$ cat config.mk
export PLATFORM = sky130hd
export DESIGN_NAME = mode4_accum_ctrl
export DESIGN_NICKNAME = d
export VERILOG_FILES = /design/src/rtl/mode4_accum_ctrl.sv
export SDC_FILE = /design/constraint.sdc
export NUM_CORES = 1
export LEC_CHECK = 0
export BUFFER_PORTS_ARGS = -buffer_cell sky130_fd_sc_hd__buf_2
export CORE_MARGIN = 1.5
export CORE_UTILIZATION = 40
export CTS_CLUSTER_DIAMETER = 120
export DETAILED_ROUTE_END_ITERATION = 6
export PLACE_DENSITY = 0.81
export RECOVER_POWER = 50
export SYNTH_ARGS = -nofsm -noshare
export SYNTH_HDL_FRONTEND = slang
export SYNTH_SLANG_ARGS = --single-unit
export TNS_END_PERCENT = 100
$ cat constraint.sdc
create_clock -name clk -period 2.4 [get_ports clk]
set_input_delay 0.24 -clock clk [delete_from_list [all_inputs] [get_ports clk]]
set_output_delay 0.24 -clock clk [all_outputs]
set_load 0.03 [all_outputs]
$ cat src/rtl/mode4_accum_ctrl.sv
// Sequencer that folds a vector of fp16 exponents into one running sum. The adder tree is external.
// Latency: out_valid rises one cycle after the last beat; start to out_valid takes ceil(vec_len/4)+1 cycles at minimum.
// Backpressure: in_ready is high only in ACCUM and drops when abort is high. DONE holds the sum until out_ready.
module mode4_accum_ctrl #(
   parameter int DATAWIDTH = 16,
   parameter int LEN_WIDTH = 10
) (
   input  logic                   clk,
   input  logic                   resetn,
   input  logic                   start,
   input  logic [LEN_WIDTH-1:0]   vec_len,
   input  logic                   abort,
   input  logic                   in_valid,
   input  logic [4*DATAWIDTH-1:0] in_data,
   output logic                   in_ready,
   output logic [DATAWIDTH-1:0]   tree_inp0,
   output logic [DATAWIDTH-1:0]   tree_inp1,
   output logic [DATAWIDTH-1:0]   tree_inp2,
   output logic [DATAWIDTH-1:0]   tree_inp3,
   output logic [DATAWIDTH-1:0]   tree_ex_inp,
   input  logic [DATAWIDTH-1:0]   tree_outp,
   output logic                   out_valid,
   output logic [DATAWIDTH-1:0]   out_sum,
   input  logic                   out_ready,
   output logic                   busy
);

   typedef enum logic [1:0] {IDLE, ACCUM, DONE} state_t;

   state_t                 state;
   logic [DATAWIDTH-1:0]   acc;
   logic [LEN_WIDTH-1:0]   remaining;
   logic [DATAWIDTH-1:0]   lane [4];
   logic                   accept;
   logic                   last_beat;

   // A beat is taken only in ACCUM. Abort blocks the beat in the same cycle.
   assign in_ready    = (state == ACCUM) && !abort;
   assign accept      = in_valid && in_ready;
   assign last_beat   = (remaining <= LEN_WIDTH'(4));
   assign tree_ex_inp = acc;

   // Zero the lanes at or past the remaining element count so a short tail beat adds nothing.
   always_comb begin
      for (int k = 0; k < 4; k++) begin
         lane[k] = '0;
         if ((state == ACCUM) && (remaining > LEN_WIDTH'(k)))
            lane[k] = in_data[k*DATAWIDTH +: DATAWIDTH];
      end
   end

   assign tree_inp0 = lane[0];
   assign tree_inp1 = lane[1];
   assign tree_inp2 = lane[2];
   assign tree_inp3 = lane[3];

   // Control FSM. The tree result is written back into acc on every accepted beat.
   always_ff @(posedge clk or negedge resetn) begin
      if (!resetn) begin
         state     <= IDLE;
         acc       <= '0;
         remaining <= '0;
         out_valid <= 1'b0;
         out_sum   <= '0;
         busy      <= 1'b0;
      end else if (abort) begin
         state     <= IDLE;
         acc       <= '0;
         remaining <= '0;
         out_valid <= 1'b0;
         busy      <= 1'b0;
      end else begin
         case (state)
            IDLE: begin
               if (start) begin
                  remaining <= vec_len;
                  acc       <= '0;
                  busy      <= 1'b1;
                  if (vec_len == '0) begin
                     state     <= DONE;
                     out_valid <= 1'b1;
                     out_sum   <= '0;
                  end else begin
                     state <= ACCUM;
                  end
               end
            end
            ACCUM: begin
               if (accept) begin
                  acc <= tree_outp;
                  if (last_beat) begin
                     remaining <= '0;
                     state     <= DONE;
                     out_valid <= 1'b1;
                     out_sum   <= tree_outp;
                  end else begin
                     remaining <= remaining - LEN_WIDTH'(4);
                  end
               end
            end
            DONE: begin
               if (out_ready) begin
                  state     <= IDLE;
                  out_valid <= 1'b0;
                  busy      <= 1'b0;
               end
            end
            default: state <= IDLE;
         endcase
      end
   end

endmodule

[Word-level counts from Yosys, hierarchy flattened]
Index checks and enable logic that the tools add are counted.
Cells by class
  $lt $le $gt $ge: 5
  muxes and demuxes: 35
  $add $sub $neg: 1
  eq/ne operators: 11
  reduce and logical (&&, ||, !) cells: 18
  bitwise gates (word level): 1
Operator list (number)
  $mux W16: 11
  $pmux W16 S2: 2
  $mux W10: 4
  $gt A10 B1 Y1 const B: 2
  $gt A10 B2 Y1 const B: 2
  $pmux W10 S2: 1
  $ne A3 B3 Y1 const B: 5
  $mux W2: 6
  $reduce_and A6 Y1: 2
  $le A10 B3 Y1 const B: 1
  $logic_not A10 Y1: 1
  $sub A10 B3 Y10 const B: 1
  $mux W1: 8
  $ne A2 B2 Y1 const B: 4
  $logic_and A1 B1 Y1: 6
  $pmux W2 S3: 1
  $reduce_and A3 Y1: 2
  $reduce_bool A3 Y1: 2
  $reduce_and A4 Y1: 1
  $reduce_bool A4 Y1: 1
  $pmux W1 S3: 1
  $eq A2 B1 Y1 const B: 1
  $eq A2 B2 Y1 const B: 1
  $logic_not A2 Y1: 1
  4 further kinds: 4
Word-level totals
  output and inout port bits: 99
  register bits: 46
  bits of input ports: 96

[Logic depth before layout (Yosys ltp)]
Gate-level depths: netlist of the first run.
  depth after elaboration: 6
  depth in mapped cells: 8
  depth with buffers taken out: 6

[Least setup slack after synthesis of the first run]
No wires, ideal clock.
  path kind: reg-to-output
  start point: reg remaining[2]
  end point: out tree_inp0[10]
  arrival time: 2.030 ns
  stages on the path, launching flop included: 8
  setup slack: 0.130 ns
  cells stage by stage: dfrtp_1 -> inv_1 -> ha_1 -> or3b_2 -> nor3_1 -> a31oi_1 -> clkbuf_1 -> and2_1
Between the ends
  word-level cells in the longest chain between the ends: 3
Ends and longest elaborated chain
  start, declared: RTL line 32  | logic [LEN_WIDTH-1:0] remaining;
  start signal, assigned: RTL line 76  | remaining <= vec_len;
  start signal, assigned: RTL line 97  | remaining <= remaining - LEN_WIDTH'(4);
  $gt A10 B1 Y1: RTL line 47  | if ((state == ACCUM) && (remaining > LEN_WIDTH'(k)))
  $logic_and A1 B1 Y1: RTL line 47
  $mux W16: RTL line 47
  end, declared: RTL line 16  | output logic [DATAWIDTH-1:0] tree_inp0,
Every way passes these cells.

[Worst setup path in the final report of the first run]
  start point: reg remaining[2]
  end point: out tree_inp0[12]
The elaborated chain is that of the path after synthesis.

==> flow_summary.json, run 1 <==
{
  "areaGrowthSynthToFinish_pct": 58.3,
  "power_frac_clock_pct": 21.6,
  "fin_tns_setup_ps": 0,
  "period_share_pct": 98.9,
  "final.min_clock_period_ps": 2370,
  "cts_tree": "yes",
  "cap_viol_max_count": 0,
  "synth-seq-area-share_pct": 45.6,
  "drt_first_pass_iters": 4,
  "cp_cell_sequence": "inv_2 -> ha_4 -> or3b_4 -> nor3_4 -> buf_6 -> a31oi_4 -> and2_1 -> buf_4",
  "gp_congestion": 0.947,
  "pin_count": 195,
  "cts-buffers-inserted": 5,
  "clkLatencyLatePin_ps": 300,
  "layout-drive-gt1-share_pct": 44.4,
  "place_area_mm2": 0.00358,
  "final_util_pct": 66.6,
  "fmax_mhz": 421,
  "coreArea_mm2": 0.00599,
  "slew_viol_final": 0,
  "drt_iter0_markers": 132,
  "synth-seq-cells": 46,
  "grt_util_all_layers_pct": 26.6,
  "powerDensity_mw_per_mm2": 678,
  "arrival_ps": 2130,
  "ir_worst_vdd_uv": 554,
  "status": "finished, final reports clean",
  "num_rows": 28,
  "internal-power_uw": 1630,
  "finClkSkew_ps": 2.33,
  "slowest_stage": "dfrtp_1",
  "viasPerCell": 5.08,
  "synth_nets": 371,
  "fill_cells": 507,
  "slew_headroom_pct": 20.5,
  "syn_inst": 274,
  "layout_common_cells": "119 x buf_2, 53 x and2_1, 46 x dfrtp_1",
  "ys_warn_count": 0,
  "cts.path.max_buffers": 2,
  "initial_utilization_pct": 42.1,
  "p_switching_uw": 1080,
  "post_drt_wl_per_cell_um": 16.9,
  "grt_pass1_vias": 2517,
  "cpPeakStageDelay_ps": 400,
  "hpwl_mm": 6.75,
  "p_sw_share_pct": 39.9,
  "die_w_um": 82.4,
  "final_net_count": 574,
  "grt_start_max_net_pins": 27,
  "htree_levels": 2,
  "antenna_found_initial": 1,
  "portBuffers": 194,
  "wl_mm": 9.37,
  "netlist_area_mm2": 0.00252,
  "hold_viol": 0,
  "reg2reg_depth": 8,
  "min_path_type": "in -> reg",
  "final_area_mm2": 0.00399,
  "critical_path_class": "reg -> out",
  "timing.hold.ws_ps": 126,
  "clockRootBuffer": "clkbuf_8",
  "grt_pass1_wl_mm": 13.1,
  "crit_required_ps": 2160,
  "num_vias": 2813,
  "leakage_uw": 0.00213,
  "dieArea_mm2": 0.00679,
  "die_h_um": 82.4,
  "grt_overflow": 0,
  "hold_depth": 2,
  "clk_pin_slew_worst_paths_ps": 90,
  "cts_sinks": 46,
  "p_seq_share_pct": 34.9,
  "report.final.setup_viol": 0,
  "synth_area_per_cell_um2": 9.21,
  "cp-start-kind": "flop",
  "rsz0062_at_grt": "yes",
  "drc": 0,
  "cp_max_fo": 8,
  "final_common_cell": "buf_2",
  "yosys.cell_types.count": 38,
  "tightest_slew_ps": 1190,
  "comb_power_share_pct": 43.5,
  "ant_nets": 0,
  "cp-end-kind": "primary output"
}
kinds of logic after synthesis:
| group | count (synthesis) | synth area share [%] |
|---|---|---|
| mux | 3 | 1.24 |
| flops | 46 | 45.6 |
| simple gates | 135 | 30.1 |
| compound gates | 58 | 17.3 |
| buf+inv | 31 | 5.26 |
| fa+ha+maj | 1 | 0.496 |
worst max-delay path, delay by kind of cell (launching register included):
kind,cells,cell delay [ps]
buf+inv,3,420
simple gates,3,740
flops,1,400
compound gates,1,130
fa+ha+maj,1,140
worst paths after layout:
path | from | end | slack (ps)
setup / recovery | remaining[2]$_DFFE_PN0P_ | tree_inp0[12] | 30
min in group asynchronous | resetn | tree_ex_inp[5]$_DFFE_PN0P_ | 690
max in group asynchronous | resetn | tree_ex_inp[7]$_DFFE_PN0P_ | 490
setup reg to reg | remaining[2]$_DFFE_PN0P_ | out_sum[8]$_DFFE_PN0P_ | 170
hold / removal | out_ready | state[1]$_DFFE_PN0P_ | 130
hold reg to reg | tree_ex_inp[7]$_DFFE_PN0P_ | tree_ex_inp[7]$_DFFE_PN0P_ | 480
registers in the layout, indices dropped and copies added (netlist names):
register and cells:
busy 1, tree_ex_inp 16, out_sum 16, remaining 10
state 2, out_valid 1
power by group through the flow:
stage	clock network [uW]	registers, uW	logic [uW]
5_1_grt	639	957	1260
3_5_place_dp	0	946	1030
6_report	586	943	1180
2_1_floorplan	0	1070	549
3_3_place_gp	0	949	1010
4_1_cts	598	939	1140
metal layers:
| metal | vias up | track usage [%] | routed length (um) | part of all wire [%] |
|---|---|---|---|---|
| met5 | - | 0 | 0 | 0 |
| met4 | 0 | 5.59 | 97 | 1.0 |
| met3 | 8 | 5.05 | 678 | 7.2 |
| met2 | 140 | 43.9 | 4790 | 51 |
| met1 | 1304 | 36.4 | 3810 | 41 |
| li1 | 1361 | - | - | - |
Yosys cell counts (all sizes together):
cell type  number  area share (%)
nor2b           3            0.74
or4             1            0.30
o41ai           1            0.35
ha              1            0.50
a21oi           8             1.6
inv            15             2.2
nand3          15             3.0
a211o           2             1.0
and2           64              16
o21a            2            0.60
clkbuf         13             1.9
or3b            1            0.35
o31ai           1            0.30
o311ai          1            0.35
nand2          31             4.6
buf             3             1.1
a22o           20             6.9
or3             3            0.74
a22oi           4             1.2
nor3b           2            0.60
or4b            1            0.55
a31oi           6             1.5
mux2            1            0.45
mux2i           2            0.79
dfrtp          46              46
a32oi           3             1.0
nor4            3            0.74
nor4b           1            0.35
o21ai           3            0.60
nor2            6            0.89
nand3b          1            0.30
a211oi          1            0.30
o22ai           5             1.2
nor3            3             1.0
a21o            1            0.30
per-stage QoR:
stage               setup slack [ps]  total power, uW  instances
finish                          27.2             2710        554
global route                   -64.9             2860        554
CTS                             2.54             2680        551
detailed placement              -207             1970        535
global placement               -22.8             1960        535
floorplan                        130             1620        274
final cells by class:
type | instances | area (um^2) | share of cell area [%]
Tap cell | 75 | 93.8 | 2.35
Clock buffer | 5 | 68.8 | 1.72
Inverter | 15 | 56.3 | 1.41
Timing Repair Buffer | 211 | 1210 | 30.2
Multi-Input combinational cell | 198 | 1370 | 34.3
Clock inverter | 3 | 43.8 | 1.10
Antenna cell | 1 | 2.50 | 0.0627
Sequential cell | 46 | 1150 | 28.8
what timing repair did:
action	4_1_cts	5_1_grt
hold buffers	1	0
setup endpoints to repair	64	64
gates cloned	2	0
endpoints found under the hold margin	23	0
resized for setup	57	28
buffers inserted	5	2
pin swaps	52	7
Power figures use the tool's default switching activity.
==> run 2: changes to the inputs <==
Settings changed: REMOVE_ABC_BUFFERS set to 1.
==> run 2 against run 1 <==
Against the previous run: register-to-register slack worse by 90 ps; clock-buffer cell count up 1; fmax down 0.72%; critical endpoint is now tree_inp0[1]; critical path type unchanged; combinational power up 4%; highest routed layer unchanged; total power down 1.5%; utilization up 0.94 points; critical path depth unchanged; final cell count down 0.54%.
==> flow_summary.json, run 2 (synthesized netlist as in run 1, its figures left out) <==
{
  "initial_utilization_pct": 42.1,
  "arrival_ps": 2150,
  "gp_congestion": 0.851,
  "diodes": 0,
  "report.final.setup_viol": 0,
  "cap_viol_max_count": 0,
  "ff2ff_setup_slack_ps": 80,
  "slew_viol_final": 0,
  "clk_pin_slew_worst_paths_ps": 80,
  "final_net_count": 572,
  "portBuffers": 194,
  "grt_pass1_vias": 2771,
  "grt_util_all_layers_pct": 27.5,
  "grt_busiest_layer": "met2",
  "post-place-ws_ps": -207,
  "clkLatencyLatePin_ps": 300,
  "grt_use_met3_pct": 6.26,
  "die_w_um": 82.4,
  "final.min_clock_period_ps": 2390,
  "status": "finished, final reports clean",
  "wl_mm": 9.69,
  "grt_use_met1_pct": 31.1,
  "ir_worst_vdd_uv": 566,
  "htree_levels": 2,
  "die_h_um": 82.4,
  "grt_overflow": 0,
  "drt_iter0_markers": 87,
  "layout_common_cells": "136 x buf_2, 46 x and2_1, 46 x dfrtp_1",
  "antenna_found_initial": 0,
  "tightest_slew_ps": 1120,
  "final_common_cell": "buf_2",
  "grt_start_max_net_pins": 47,
  "cp-start-kind": "flop",
  "cts_tree": "yes",
  "leakage_uw": 0.00221,
  "clockRootBuffer": "clkbuf_8",
  "grt_pass1_wl_mm": 13.8,
  "min_path_type": "in -> reg",
  "finClkSkew_ps": 7.59,
  "critical_path_class": "reg -> out",
  "coreArea_mm2": 0.00599,
  "place_inst": 535,
  "cts-buffers-inserted": 5,
  "final_util_pct": 67.6,
  "final_area_mm2": 0.00405,
  "slew_headroom_pct": 25.2,
  "cts.path.max_buffers": 2,
  "final_cells": 551,
  "cp_max_fo": 8,
  "pin_count": 195,
  "place_area_mm2": 0.00358,
  "cp-end-kind": "primary output",
  "viasPerCell": 5.32,
  "drc": 0,
  "areaGrowthSynthToFinish_pct": 60.5,
  "ant_nets": 0,
  "drt_first_pass_iters": 4,
  "cts_sinks": 46,
  "powerDensity_mw_per_mm2": 658,
  "crit_required_ps": 2160,
  "num_rows": 28,
  "fmax_mhz": 418,
  "dieArea_mm2": 0.00679,
  "fill_cells": 507,
  "use_met2_pct": 50.4,
  "setup_slack_ps": 10.0,
  "num_vias": 2933,
  "period_share_pct": 99.6,
  "rsz0062_at_grt": "yes",
  "hold_viol": 0,
  "post_drt_wl_per_cell_um": 17.6,
  "layout-drive-gt1-share_pct": 49.6,
  "hpwl_mm": 6.70
}
-- run 2: cell types whose count changed in the layout (fill, tap and decap cells not counted), moves of 7 or more --
cell      delta
clkbuf_1    -19
buf_4       -11
and2_1       -7
and2_4       +7
buf_6       +13
buf_2       +17
-- run 2: where the power goes --
group / total, uW / internal (uW) / switching (uW)
clock network: 497 / 232 / 266
registers: 943 / 869 / 73.9
logic: 1230 / 474 / 751
-- run 2: worst max-delay path, cell delays in order (launching register included) --
cell and delay [ps]:
dfrtp_1 400, inv_2 90, ha_4 130, or3b_4 400, nor3_4 180, buf_6 160
a31oi_4 140, and2_4 210, buf_6 130
-- run 2: worst paths after layout --
check,startpoint,end,cells after the start
worst min-delay path,out_ready,state[1]$_DFFE_PN0P_,2
worst max-delay path,remaining[2]$_DFFE_PN0P_,tree_inp0[1],8
min in group asynchronous,resetn,tree_ex_inp[1]$_DFFE_PN0P_,2
worst max register to register,remaining[3]$_DFFE_PN0P_,out_sum[3]$_DFFE_PN0P_,5
max in group asynchronous,resetn,remaining[7]$_DFFE_PN0P_,2
worst min register to register,tree_ex_inp[10]$_DFFE_PN0P_,tree_ex_inp[10]$_DFFE_PN0P_,2
-- run 2: area by class of cell --
cell class | count | area (um^2) | share of cell area (%)
clock buffer | 6 | 82.6 | 2.04
clock inverter | 2 | 12.5 | 0.309
inverter | 15 | 56.3 | 1.39
multi-input combinational | 198 | 1390 | 34.2
sequential | 46 | 1150 | 28.4
tap | 75 | 93.8 | 2.32
timing repair buffer | 209 | 1270 | 31.3
-- run 2: repair_timing --
| item | in CTS | in global routing |
|---|---|---|
| endpoints found under the hold margin | 0 | 0 |
| resized for setup | 86 | 19 |
| pin swaps | 12 | 12 |
| gates cloned | 2 | 0 |
| hold buffers | 0 | 0 |
| setup buffers | 4 | 2 |
| setup endpoints to repair | 64 | 64 |
-- run 2: layer usage --
| layer | share of wire, % | wire length [um] |
|---|---|---|
| met1 | 37 | 3590 |
| met2 | 52 | 5030 |
| met3 | 8.7 | 842 |
| met4 | 2.3 | 226 |
| met5 | 0 | 0 |
-- run 2: per-stage QoR --
step                      power (uW)  TNS, ps  hold slack (ps)
after global routing            2790    -1740              112
final                           2670        0              127
after floorplan                 1600   -28490            -55.6
after global placement          1960    -1060              357
after CTS                       2630    -79.5             33.6
after detailed placement        1980    -6090              367
